### src/rtl/icache_line_buf.sv
// Direct-mapped instruction line buffer between prefetch and instruction memory, with line refill, kill and flush.
// Optional hit/miss performance counters are enabled by defining ICACHE_PERF_CNT_EN.
module icache_line_buf #(
   parameter int ADDR_W     = 32,
   parameter int DATA_W     = 32,
   parameter int LINE_WORDS = 4,
   parameter int NUM_LINES  = 4
) (
   input  logic              clk,
   input  logic              rst_n,
   input  logic              pf2icache_req_i,
   input  logic [ADDR_W-1:0] pf2icache_addr_i,
   input  logic              pf2icache_kill_i,
   input  logic              pf2icache_flush_i,
   output logic              icache2pf_ack_o,
   output logic [DATA_W-1:0] icache2pf_r_data_o,
   output logic              icache2mem_req_o,
   output logic [ADDR_W-1:0] icache2mem_addr_o,
   input  logic              mem2icache_ack_i,
   input  logic [DATA_W-1:0] mem2icache_r_data_i
`ifdef ICACHE_PERF_CNT_EN
   ,
   output logic [31:0]       perf_hit_cnt_o,
   output logic [31:0]       perf_miss_cnt_o
`endif
);

   localparam int OFF_W = $clog2(LINE_WORDS);
   localparam int IDX_W = $clog2(NUM_LINES);
   localparam int LO    = OFF_W + 2;
   localparam int TAG_W = ADDR_W - LO - IDX_W;

   typedef enum logic [1:0] {
      ST_IDLE = 2'd0,
      ST_FILL = 2'd1,
      ST_RESP = 2'd2
   } state_t;

   state_t            state_r;
   state_t            state_s;
   logic [NUM_LINES-1:0] valid_r;
   logic [TAG_W-1:0]  tag_r      [NUM_LINES];
   logic [DATA_W-1:0] data_r     [NUM_LINES*LINE_WORDS];
   logic [DATA_W-1:0] line_buf_r [LINE_WORDS];
   logic [OFF_W-1:0]  beat_r;
   logic [OFF_W-1:0]  req_off_r;
   logic [IDX_W-1:0]  req_idx_r;
   logic [TAG_W-1:0]  req_tag_r;
   logic              kill_r;
   logic              noalloc_r;

   logic [OFF_W-1:0]  lk_off_s;
   logic [IDX_W-1:0]  lk_idx_s;
   logic [TAG_W-1:0]  lk_tag_s;
   logic              hit_s;
   logic              lookup_s;
   logic              last_beat_s;
   logic              abort_s;
   logic              alloc_s;
   logic              unused_addr_s;

   assign lk_off_s      = pf2icache_addr_i[LO-1:2];
   assign lk_idx_s      = pf2icache_addr_i[LO+IDX_W-1:LO];
   assign lk_tag_s      = pf2icache_addr_i[ADDR_W-1:LO+IDX_W];
   assign unused_addr_s = ^pf2icache_addr_i[1:0];
   assign hit_s         = valid_r[lk_idx_s] && (tag_r[lk_idx_s] == lk_tag_s);
   // The ack cycle itself is excluded so a still-held request is not answered twice.
   assign lookup_s      = (state_r == ST_IDLE) && pf2icache_req_i && !pf2icache_kill_i && !icache2pf_ack_o;
   assign last_beat_s   = (beat_r == OFF_W'(LINE_WORDS - 1));
   assign abort_s       = kill_r || pf2icache_kill_i;
   assign alloc_s       = !noalloc_r && !pf2icache_flush_i;

   // Next-state selection for the lookup / refill / respond sequence.
   always_comb begin
      state_s = state_r;
      case (state_r)
         ST_IDLE: begin
            if (lookup_s && !hit_s) state_s = ST_FILL;
            else                    state_s = ST_IDLE;
         end
         ST_FILL: begin
            if (!mem2icache_ack_i) state_s = ST_FILL;
            else if (abort_s)      state_s = ST_IDLE;
            else if (last_beat_s)  state_s = ST_RESP;
            else                   state_s = ST_FILL;
         end
         ST_RESP: state_s = ST_IDLE;
         default: state_s = ST_IDLE;
      endcase
   end

   // State register.
   always_ff @(posedge clk) begin
      if (!rst_n) state_r <= ST_IDLE;
      else        state_r <= state_s;
   end

   // Control registers, valid bits and registered outputs.
   always_ff @(posedge clk) begin
      if (!rst_n) begin
         valid_r            <= {NUM_LINES{1'b0}};
         icache2pf_ack_o    <= 1'b0;
         icache2pf_r_data_o <= {DATA_W{1'b0}};
         icache2mem_req_o   <= 1'b0;
         icache2mem_addr_o  <= {ADDR_W{1'b0}};
         beat_r             <= {OFF_W{1'b0}};
         req_off_r          <= {OFF_W{1'b0}};
         req_idx_r          <= {IDX_W{1'b0}};
         req_tag_r          <= {TAG_W{1'b0}};
         kill_r             <= 1'b0;
         noalloc_r          <= 1'b0;
      end else begin
         icache2pf_ack_o <= 1'b0;
         if (pf2icache_flush_i) valid_r <= {NUM_LINES{1'b0}};
         case (state_r)
            ST_IDLE: begin
               if (lookup_s && hit_s) begin
                  icache2pf_ack_o    <= 1'b1;
                  icache2pf_r_data_o <= data_r[{lk_idx_s, lk_off_s}];
               end else if (lookup_s) begin
                  icache2mem_req_o  <= 1'b1;
                  icache2mem_addr_o <= {pf2icache_addr_i[ADDR_W-1:LO], {LO{1'b0}}};
                  beat_r            <= {OFF_W{1'b0}};
                  req_off_r         <= lk_off_s;
                  req_idx_r         <= lk_idx_s;
                  req_tag_r         <= lk_tag_s;
                  kill_r            <= 1'b0;
                  noalloc_r         <= 1'b0;
               end
            end
            ST_FILL: begin
               if (pf2icache_kill_i)  kill_r    <= 1'b1;
               if (pf2icache_flush_i) noalloc_r <= 1'b1;
               if (mem2icache_ack_i) begin
                  if (abort_s || last_beat_s) begin
                     icache2mem_req_o <= 1'b0;
                  end else begin
                     beat_r            <= beat_r + OFF_W'(1);
                     // Only the word-offset field advances, so beats never leave the line.
                     icache2mem_addr_o <= {icache2mem_addr_o[ADDR_W-1:LO], beat_r + OFF_W'(1), 2'b00};
                  end
                  if (!abort_s && last_beat_s && alloc_s) valid_r[req_idx_r] <= 1'b1;
                  if (abort_s) begin
                     kill_r    <= 1'b0;
                     noalloc_r <= 1'b0;
                  end
               end
            end
            ST_RESP: begin
               icache2pf_ack_o    <= !pf2icache_kill_i;
               icache2pf_r_data_o <= line_buf_r[req_off_r];
               kill_r             <= 1'b0;
               noalloc_r          <= 1'b0;
            end
            default: begin
               icache2mem_req_o <= 1'b0;
            end
         endcase
      end
   end

   // Refill line buffer, and tag/data array write when a completed line is allocated.
   always_ff @(posedge clk) begin
      if ((state_r == ST_FILL) && mem2icache_ack_i) begin
         line_buf_r[beat_r] <= mem2icache_r_data_i;
         if (!abort_s && last_beat_s && alloc_s) begin
            tag_r[req_idx_r] <= req_tag_r;
            for (int w = 0; w < LINE_WORDS; w++) begin
               data_r[{req_idx_r, OFF_W'(w)}] <= (OFF_W'(w) == beat_r) ? mem2icache_r_data_i : line_buf_r[w];
            end
         end
      end
   end

`ifdef ICACHE_PERF_CNT_EN
   // Saturating hit and miss counters.
   always_ff @(posedge clk) begin
      if (!rst_n) begin
         perf_hit_cnt_o  <= 32'd0;
         perf_miss_cnt_o <= 32'd0;
      end else begin
         if (lookup_s && hit_s && (perf_hit_cnt_o != 32'hFFFF_FFFF))
            perf_hit_cnt_o <= perf_hit_cnt_o + 32'd1;
         if (lookup_s && !hit_s && (perf_miss_cnt_o != 32'hFFFF_FFFF))
            perf_miss_cnt_o <= perf_miss_cnt_o + 32'd1;
      end
   end
`else
   // Performance counters are not built in this configuration.
`endif

endmodule

### config.mk
export PLATFORM = sky130hd
export DESIGN_NAME = icache_line_buf
export DESIGN_NICKNAME = d
export VERILOG_FILES = /design/src/rtl/icache_line_buf.sv
export SDC_FILE = /design/constraint.sdc
export NUM_CORES = 1
export LEC_CHECK = 0
export CORE_MARGIN = 8
export CORE_UTILIZATION = 60
export CTS_CLUSTER_SIZE = 12
export DETAILED_ROUTE_END_ITERATION = 12
export HOLD_SLACK_MARGIN = 0.08
export MAX_ROUTING_LAYER = met4
export PLACE_DENSITY = 0.82
export SLEW_MARGIN = 20
export SYNTH_ARGS = -nofsm -noshare
export SYNTH_HDL_FRONTEND = slang
export SYNTH_SLANG_ARGS = --single-unit
### constraint.sdc
create_clock -name clk -period 20.8 [get_ports clk]
set_clock_uncertainty 0.2 [all_clocks]
set_input_delay 2.08 -clock clk [delete_from_list [all_inputs] [get_ports clk]]
set_output_delay 2.08 -clock clk [all_outputs]
set_load 0.02 [all_outputs]
* Word level (Yosys, flattened, before mapping)
Memory sizes are Yosys's and may differ from the RTL's. A register that Yosys moved wholly into a read port is not among the register bits.
Index checks and enable logic that the tools add are counted.
** Storage, ports and cells
- Register bits :: 106
- Memory bits (writable) :: 744
- Word-level logic and storage cells :: 121
- Memories :: 3
** Cells by class
- Add/subtract/negate cells :: 1
- Order comparisons :: 3
- Equal/unequal tests :: 13
- Muxes and demuxes :: 54
- Bitwise gates (word level) :: 4
- Reductions and logical operators :: 30
** Memories
- data_r :: depth 16, width 32, read ports 1, clocked after memory_dff 0, write ports 4, RTL line 43 : logic [DATA_W-1:0] data_r [NUM_LINES*LINE_WORDS];
- line_buf_r :: depth 4, width 32, read ports 5, clocked after memory_dff 1, write ports 1, RTL line 44 : logic [DATA_W-1:0] line_buf_r [LINE_WORDS];
- tag_r :: depth 4, width 26, read ports 1, clocked after memory_dff 0, write ports 1, RTL line 42 : logic [TAG_W-1:0] tag_r [NUM_LINES];
** Operators with widths (number)
- 32-bit two-way mux :: 7
- 32-bit one-hot mux with 2 select lines :: 2
- 4-bit two-way mux :: 7
- 26-bit equality test :: 1
- 1-bit two-way mux :: 21
- 2-bit two-way mux :: 9
- 1-bit logical AND :: 11
- 2-bit != test (second input constant) :: 5
- 5-bit AND reduction :: 2
- 1-bit one-hot mux with 3 select lines :: 3
- 2-bit one-hot mux with 2 select lines :: 2
- 1-bit zero test :: 6
- 2-bit by 3-bit less-than comparator with 1-bit output (second input constant) :: 2
- 3-bit AND reduction :: 2
- 2-bit equality test (first input constant) :: 2
- 2-bit equality test (second input constant) :: 2
- 2-bit zero test :: 2
- 4-bit bitwise OR :: 1
- 4-bit AND reduction :: 1
- 2-bit nonzero test :: 2
- 1-bit inverter :: 3
- 3-bit nonzero test :: 1
- 2-bit by 1-bit adder with 2-bit output (second input constant) :: 1
- 1-bit binary-select mux with 2-bit select :: 1
- other kinds (8) :: 9

* Logic depth before layout (Yosys ltp)
Gate-level depths: netlist of the first run.
- Depth after elaboration :: 9
- Mapped depth :: 14
- Gate-level depth less buffers :: 8

* Worst setup path after synthesis of the first run
No wires, ideal clock.
- Kind :: input to register
- From :: input mem2icache_ack_i
- To :: memory data_r[0][0], enable pin
- Arrival time :: 14.571 ns
- Path slack :: 5.140 ns
- Stages on the path :: 4
- Buffers on the path :: 0
- Path through :: and3_1 > nand2_1 > nor3_1 > nor3b_1
** RTL lines
- from (decl) :: RTL line 19 : input logic mem2icache_ack_i,
- to (decl) :: RTL line 43

* Worst setup path in the final report of the first run
- From :: input pf2icache_addr_i[4]
- To :: register req_tag_r[3]
** On the way
- Longest elaborated chain between the ends :: 6
- Elaborated cells between the ends (all ways) :: 8
- Those cells by class :: eq/ne (1); mux (2); bitwise (1); reduce/logical (3); memory (1)
** Ends and longest elaborated chain
- from (decl) :: RTL line 12 : input logic [ADDR_W-1:0] pf2icache_addr_i,
- memory 4 x 26 bit or 1-bit binary-select mux with 2-bit select (tied branches)
- 26-bit equality test or 1-bit two-way mux (tied branches) :: RTL line 66 : assign hit_s = valid_r[lk_idx_s] && (tag_r[lk_idx_s] == lk_tag_s);
- 1-bit logical AND (*) :: RTL line 66
- 1-bit logical AND (*) :: RTL line 117 : if (lookup_s && hit_s) begin
- 1-bit inverter (no source line) (*)
- 3-bit AND reduction (no source line) (*)
- to (signal assigned) :: RTL line 109 : req_tag_r <= {TAG_W{1'b0}};
- to (signal assigned) :: RTL line 126 : req_tag_r <= lk_tag_s;
- to (decl) :: RTL line 48 : logic [TAG_W-1:0] req_tag_r;
Mark *: on every way between the ends. The rest lies on a longest branch, timed or not. The select of a mux whose other input is x is not followed.
A chain may end at the register's enable or synchronous reset.

==> flow_summary.toml, run 1 <==
[worst_setup_path]
critPathSlowestCell = "buf_4"
critPathLaunch = "pf2icache_addr_i[4]"
reg2regPathDepth = 8
r2r-end = "data_r[11][5]"
critPathTopFamily = "buffers and inverters"
crit_path_end_kind = "flop"
reg2reg_slack_ns = 16.11
worstSetupPathType = "in2reg"
crit_chain = "buf_4 > buf_4 > mux4_2 > xor2_1 > or4_1 > a21oi_1 > a311o_2 > buf_4 > nor2_1 > a31o_1"
cpMostUsedCell = "buf_4"
critPathBufInv = 3
slowest_delay_ns = 0.81
cp.required_ns = 21.11
path_depth = 10
r2r-start = "state_r[0]"
endpoint = "req_tag_r[3]"
cp.arrival_ns = 6.83
start_kind = "input port"
cp_max_fo = 56

[timing]
hold_slack_ns = 0.276
worst_slack_ns = 14.28
finalCriticalPeriod_ns = 6.52
period_share = 0.313
fin_setup_tns_ns = 0
finalHoldViolCount = 0
rsz0062_at_grt = "false"
clock.fmax_ghz = 0.153
setup_violations = 0
maxSlewHeadroom = 0.240
tightestPinTransition_ns = 1.14
finalMaxSlewViolations = 0

[clock_tree]
cts_max_level = 3
cts_root_buffer = "clkbuf_16"
clock_sinks = 848
clk_latency_ns = 0.63
max-clock-path-buffers = 3
postCtsSetupRepairBufs = 0
cts_tree = "yes"
postCtsResizedCells = 0
cts_hold_buf = 0
cts_made_buffers = 85
clk_pin_slew_ns = 0.06

[finish]
regArea_um2 = 24400
final_cells = 2637
area_delta_synth_final_pct = 13.8
drive_above_1_share = 0.284
nets = 1881
multiInputGateArea_um2 = 8840
design_area_um2 = 38500
fill_cells = 3302

[route]
postRouteAntennaNets = 0
via_per_inst = 6.43
first_pass_iters = 5
vias = 16961
drc_errors = 0
wl_per_cell_um = 28.3
routed_wl_mm = 74.5
drtIter0Drc = 1704

[synthesis]
ys_ff_latch = 848
netlist_area_um2 = 33800
synth.largest_area_cell = "edfxtp_1"
ys_seq_area_frac = 0.723
ys.flop_type = "edfxtp_1"
synth_most_common_cell = "edfxtp_1"
yosysUniqueCellTypes = 51
yosys-top-cells-count = "744 x edfxtp_1, 206 x mux4_2, 128 x mux2_2"
syn_avg_cell_area_um2 = 20.3
syn_inst = 1666
synth_edf_count = 744
synth_async_sr_flop_share = 0
synth_top_area_share = 0.661
ys.warnings.count = 0
synthTopCellsByArea = "edfxtp_1 66%, mux4_2 14%, dfxtp_1 6.2%"

[placement]
routabilityCongestion = 0.774
port_buffers = 131
dpl_worst_slack_ns = 13.67
post_dp_cell_area_um2 = 35800
dp_cells = 2476
dpl.hpwl_mm = 41.7

[run]
cap_violations = 0

[floorplanning]
row_count = 87
coreArea_um2 = 56100
start_util = 0.603
io_pins = 136
die-area_um2 = 64200
die_w_um = 253
die_y_um = 253

[power]
power.density_nw_per_um2 = 90.4
ir_drop_v = 0.0000698
p_leak_nw = 12.3

[global_route]
grt_max_degree = 79
grt_overflow = 0
grt.total_usage = 0.241
grt_antenna_before_repair = 4
grt_pass1_wl_mm = 112
grt_pass1_vias = 18001

[run_status]
run_status = "complete, no violations"

[min_path]
hold_path.class = "reg2reg"
==> stage by stage <==
step,utilization,total power [mW]
floorplan,-,1.99
global placement,0.638,2.04
finish,0.686,3.48
detailed placement,0.638,2.05
global route,0.686,3.57
CTS,0.686,3.49
==> sequential cells by signal, indices dropped and copies added, names as in the netlist, 2 cells and up, named ones only <==
signal and flops:
state_r 2, req_off_r 2, icache2pf_r_data_o 32, valid_r 4
req_idx_r 2, tag_r 104, req_tag_r 26, icache2mem_addr_o 29
data_r 512, line_buf_r 128
==> logic make-up (layout without fill, tap and decap cells) <==
kind of cell	count (synthesis)	after routing	synth area share
DFF	848	848	0.723
muxes	390	390	0.197
and+or+nand+nor	152	152	0.0213
AOI/OAI and AO/OA	126	126	0.0335
buffers and inverters	118	328	0.0174
xor gates and xnor gates	27	27	0.00700
adders and majority gates	4	4	0.00148
other	1	6	0.000111
==> cells in the final DEF (no fill, tap or decap), types with 17 or more instances in the layout <==
| master | n |
|---|---|
| edfxtp_1 | 744 |
| mux4_2 | 206 |
| mux2_2 | 128 |
| clkdlybuf4s50_1 | 126 |
| dfxtp_1 | 102 |
| clkbuf_16 | 86 |
| mux2i_1 | 56 |
| a31o_1 | 52 |
| clkbuf_1 | 45 |
| nor3_1 | 40 |
| nand2_1 | 39 |
| buf_4 | 33 |
| nor2_1 | 32 |
| a211oi_2 | 30 |
| xor2_1 | 17 |
==> per-layer routing <==
metal / track usage / share of wire
met5: - / 0
met4: 0.0837 / 0.026
met3: 0.0427 / 0.078
met2: 0.402 / 0.52
met1: 0.299 / 0.37
==> worst min-delay path by stage <==
stage | end | depth (start not counted) | from
floorplan | flop | 2 | req_off_r[0]
global placement | flop | 2 | req_off_r[1]
detailed placement | icache2mem_addr_o[15] | 1 | icache2mem_addr_o[15]
CTS | icache2mem_addr_o[15] | 1 | icache2mem_addr_o[15]
global route | icache2mem_addr_o[15] | 1 | icache2mem_addr_o[15]
finish | icache2mem_addr_o[15] | 1 | icache2mem_addr_o[15]
==> final cells by class <==
cell class | instances | area share
sequential | 848 | 0.635
multi-input combinational | 701 | 0.230
clock buffer | 143 | 0.0647
timing repair buffer | 161 | 0.0397
tap | 756 | 0.0246
clock inverter | 14 | 0.00472
inverter | 10 | 0.000976
antenna | 4 | 0.000260
==> where the power goes <==
group          internal [mW]  switching, mW  leakage, nW
registers               1.85        0.00848         7.52
clock network          0.843          0.621         1.29
logic                 0.0743         0.0828         3.53
(Power assumes the default switching activity.)
==> run 2, diff against run 1 <==
CORE_UTILIZATION = 55   (was 60)
PLACE_DENSITY = 0.79   (was 0.82)
clock period = 5.6 ns   (was 20.8 ns; I/O delays follow)
==> run 2 against run 1 <==
Non-clock buffer count is 10 higher; die area increased by 8.5%; core utilization decreased by 5.3 points; design area grew 0.87%; critical path depth grew 1; global-route usage fell by 2.5 points; via count down 1.4%; clock power grew to 3.7 times the previous value; critical path type unchanged; highest routed layer unchanged.
==> flow_summary.toml, run 2 (synthesis gave the netlist of run 1 again) <==
[timing]
tightestPinTransition_ns = 0.986
setup_violations = 0
rsz0062_at_grt = "false"
period_share = 0.696
clock.fmax_ghz = 0.257
fin_setup_tns_ns = 0
finalMaxSlewViolations = 0
maxSlewHeadroom = 0.343
finalHoldViolCount = 0
worst_slack_ns = 1.70
finalCriticalPeriod_ns = 3.90
hold_slack_ns = 0.271

[route]
vias = 16730
postRouteAntennaNets = 0
routed_wl_mm = 73.4
drtIter0Drc = 1641
via_per_inst = 6.23
wl_per_cell_um = 27.3
drc_errors = 0
first_pass_iters = 5

[finish]
largest_reg_flops = 512
biggestRegsByFlops = "data_r x512, line_buf_r x128, tag_r x104"
area_delta_synth_final_pct = 14.8
final_common_cell = "edfxtp_1"
layout_common_cells = "744 x edfxtp_1, 206 x mux4_2, 128 x mux2_2"
fill_cells = 3997
utilization = 0.633
drive_above_1_share = 0.292
top_register = "data_r"
nets = 1892

[worst_setup_path]
path_depth = 11
start_kind = "input port"
critPathTopFamily = "buffers and inverters"
crit_chain = "buf_4 > buf_4 > mux2i_1 > xor2_1 > nand4_1 > o22a_1 > nor4_2 > and4_2 > buf_4 > nor3_1 > a211oi_2"
cp.arrival_ns = 4.23
critPathBufInv = 3
slowest_delay_ns = 0.53
cp.required_ns = 5.93
reg2regPathDepth = 6
critPathSlowestCell = "buf_4"
worstSetupPathType = "in2reg"
cpMostUsedCell = "buf_4"
cp_max_fo = 30
crit_path_end_kind = "flop"

[placement]
dpl.hpwl_mm = 42.4
dpl_worst_slack_ns = 1.08
port_buffers = 131
routabilityCongestion = 0.776

[clock_tree]
clk_latency_ns = 0.63
cts_made_buffers = 86
cts_tree = "yes"
cts_hold_buf = 0
max-clock-path-buffers = 3
postCtsSetupRepairBufs = 0
cts_root_buffer = "clkbuf_16"
clock_sinks = 848
clk_pin_slew_ns = 0.06
postCtsResizedCells = 0
cts_max_level = 3

[min_path]
holdPathStages = 1
hold_path.class = "reg2reg"

[global_route]
grt_overflow = 0
grt_pass1_vias = 17737
grt_pass1_wl_mm = 111
grt.total_usage = 0.216
grt_antenna_before_repair = 5
grt_max_degree = 85

[floorplanning]
io_pins = 136
start_util = 0.552
row_count = 91
die_w_um = 264
coreArea_um2 = 61300
die-area_um2 = 69600
die_y_um = 264

[run]
cap_violations = 0

[power]
ir_drop_v = 0.000263
power.density_nw_per_um2 = 331
total_power_mw = 12.8
p_leak_nw = 12.4

[run_status]
run_status = "complete, no violations"
==> run 2: cell count changes in the layout (fill, tap and decap cells not counted), moves of 2 or more <==
cell       before  now
clkbuf_16      86   88
inv_16          3    0
bufinv_16       2    0
buf_4          33   28
clkinv_2        4    7
clkbuf_8       13   10
clkbuf_1       45   47
buf_12          0   15
inv_6           2    4
dfxtp_4         0    3
dfxtp_1       102  100
==> run 2: report_power, final <==
part	internal, mW	switching (mW)
Clock	3.06	2.31
Combinational	0.279	0.303
Sequential	6.86	0.0343
Total	10.2	2.64
==> run 2: path summary, 6_finish.rpt <==
check                         from                endpoint  slack, ns
max            pf2icache_addr_i[4]  icache2pf_r_data_o[23]       1.70
min          icache2mem_addr_o[18]   icache2mem_addr_o[18]       0.27
max reg2reg              beat_r[0]          data_r[14][26]       2.03
min reg2reg  icache2mem_addr_o[18]   icache2mem_addr_o[18]       0.27
==> run 2: metal layers <==
layer / global-route usage / routed length, um / part of all wire
met5: - / 0 / 0
met3: 0.0397 / 5690 / 0.077
met1: 0.284 / 29600 / 0.40
met2: 0.348 / 36600 / 0.50
met4: 0.0632 / 1490 / 0.020
==> run 2: layout make-up <==
type	instances	area (um2)	share of cell area
flip-flops and latches	848	24400	0.630
multi-input cells	701	8880	0.229
clock buffers	144	2500	0.0645
repair buffers	171	1790	0.0462
well taps	790	988	0.0255
clock inverters	16	145	0.00374
inverters	10	37.5	0.000968
diodes	5	12.5	0.000323
==> run 2: per-stage QoR <==
| stage | area (um2) | std cells |
|---|---|---|
| after floorplan | 33900 | 1667 |
| after global placement | 36100 | 2520 |
| after detailed placement | 36100 | 2520 |
| after CTS | 38800 | 2680 |
| after global routing | 38800 | 2685 |
| final | 38800 | 2685 |
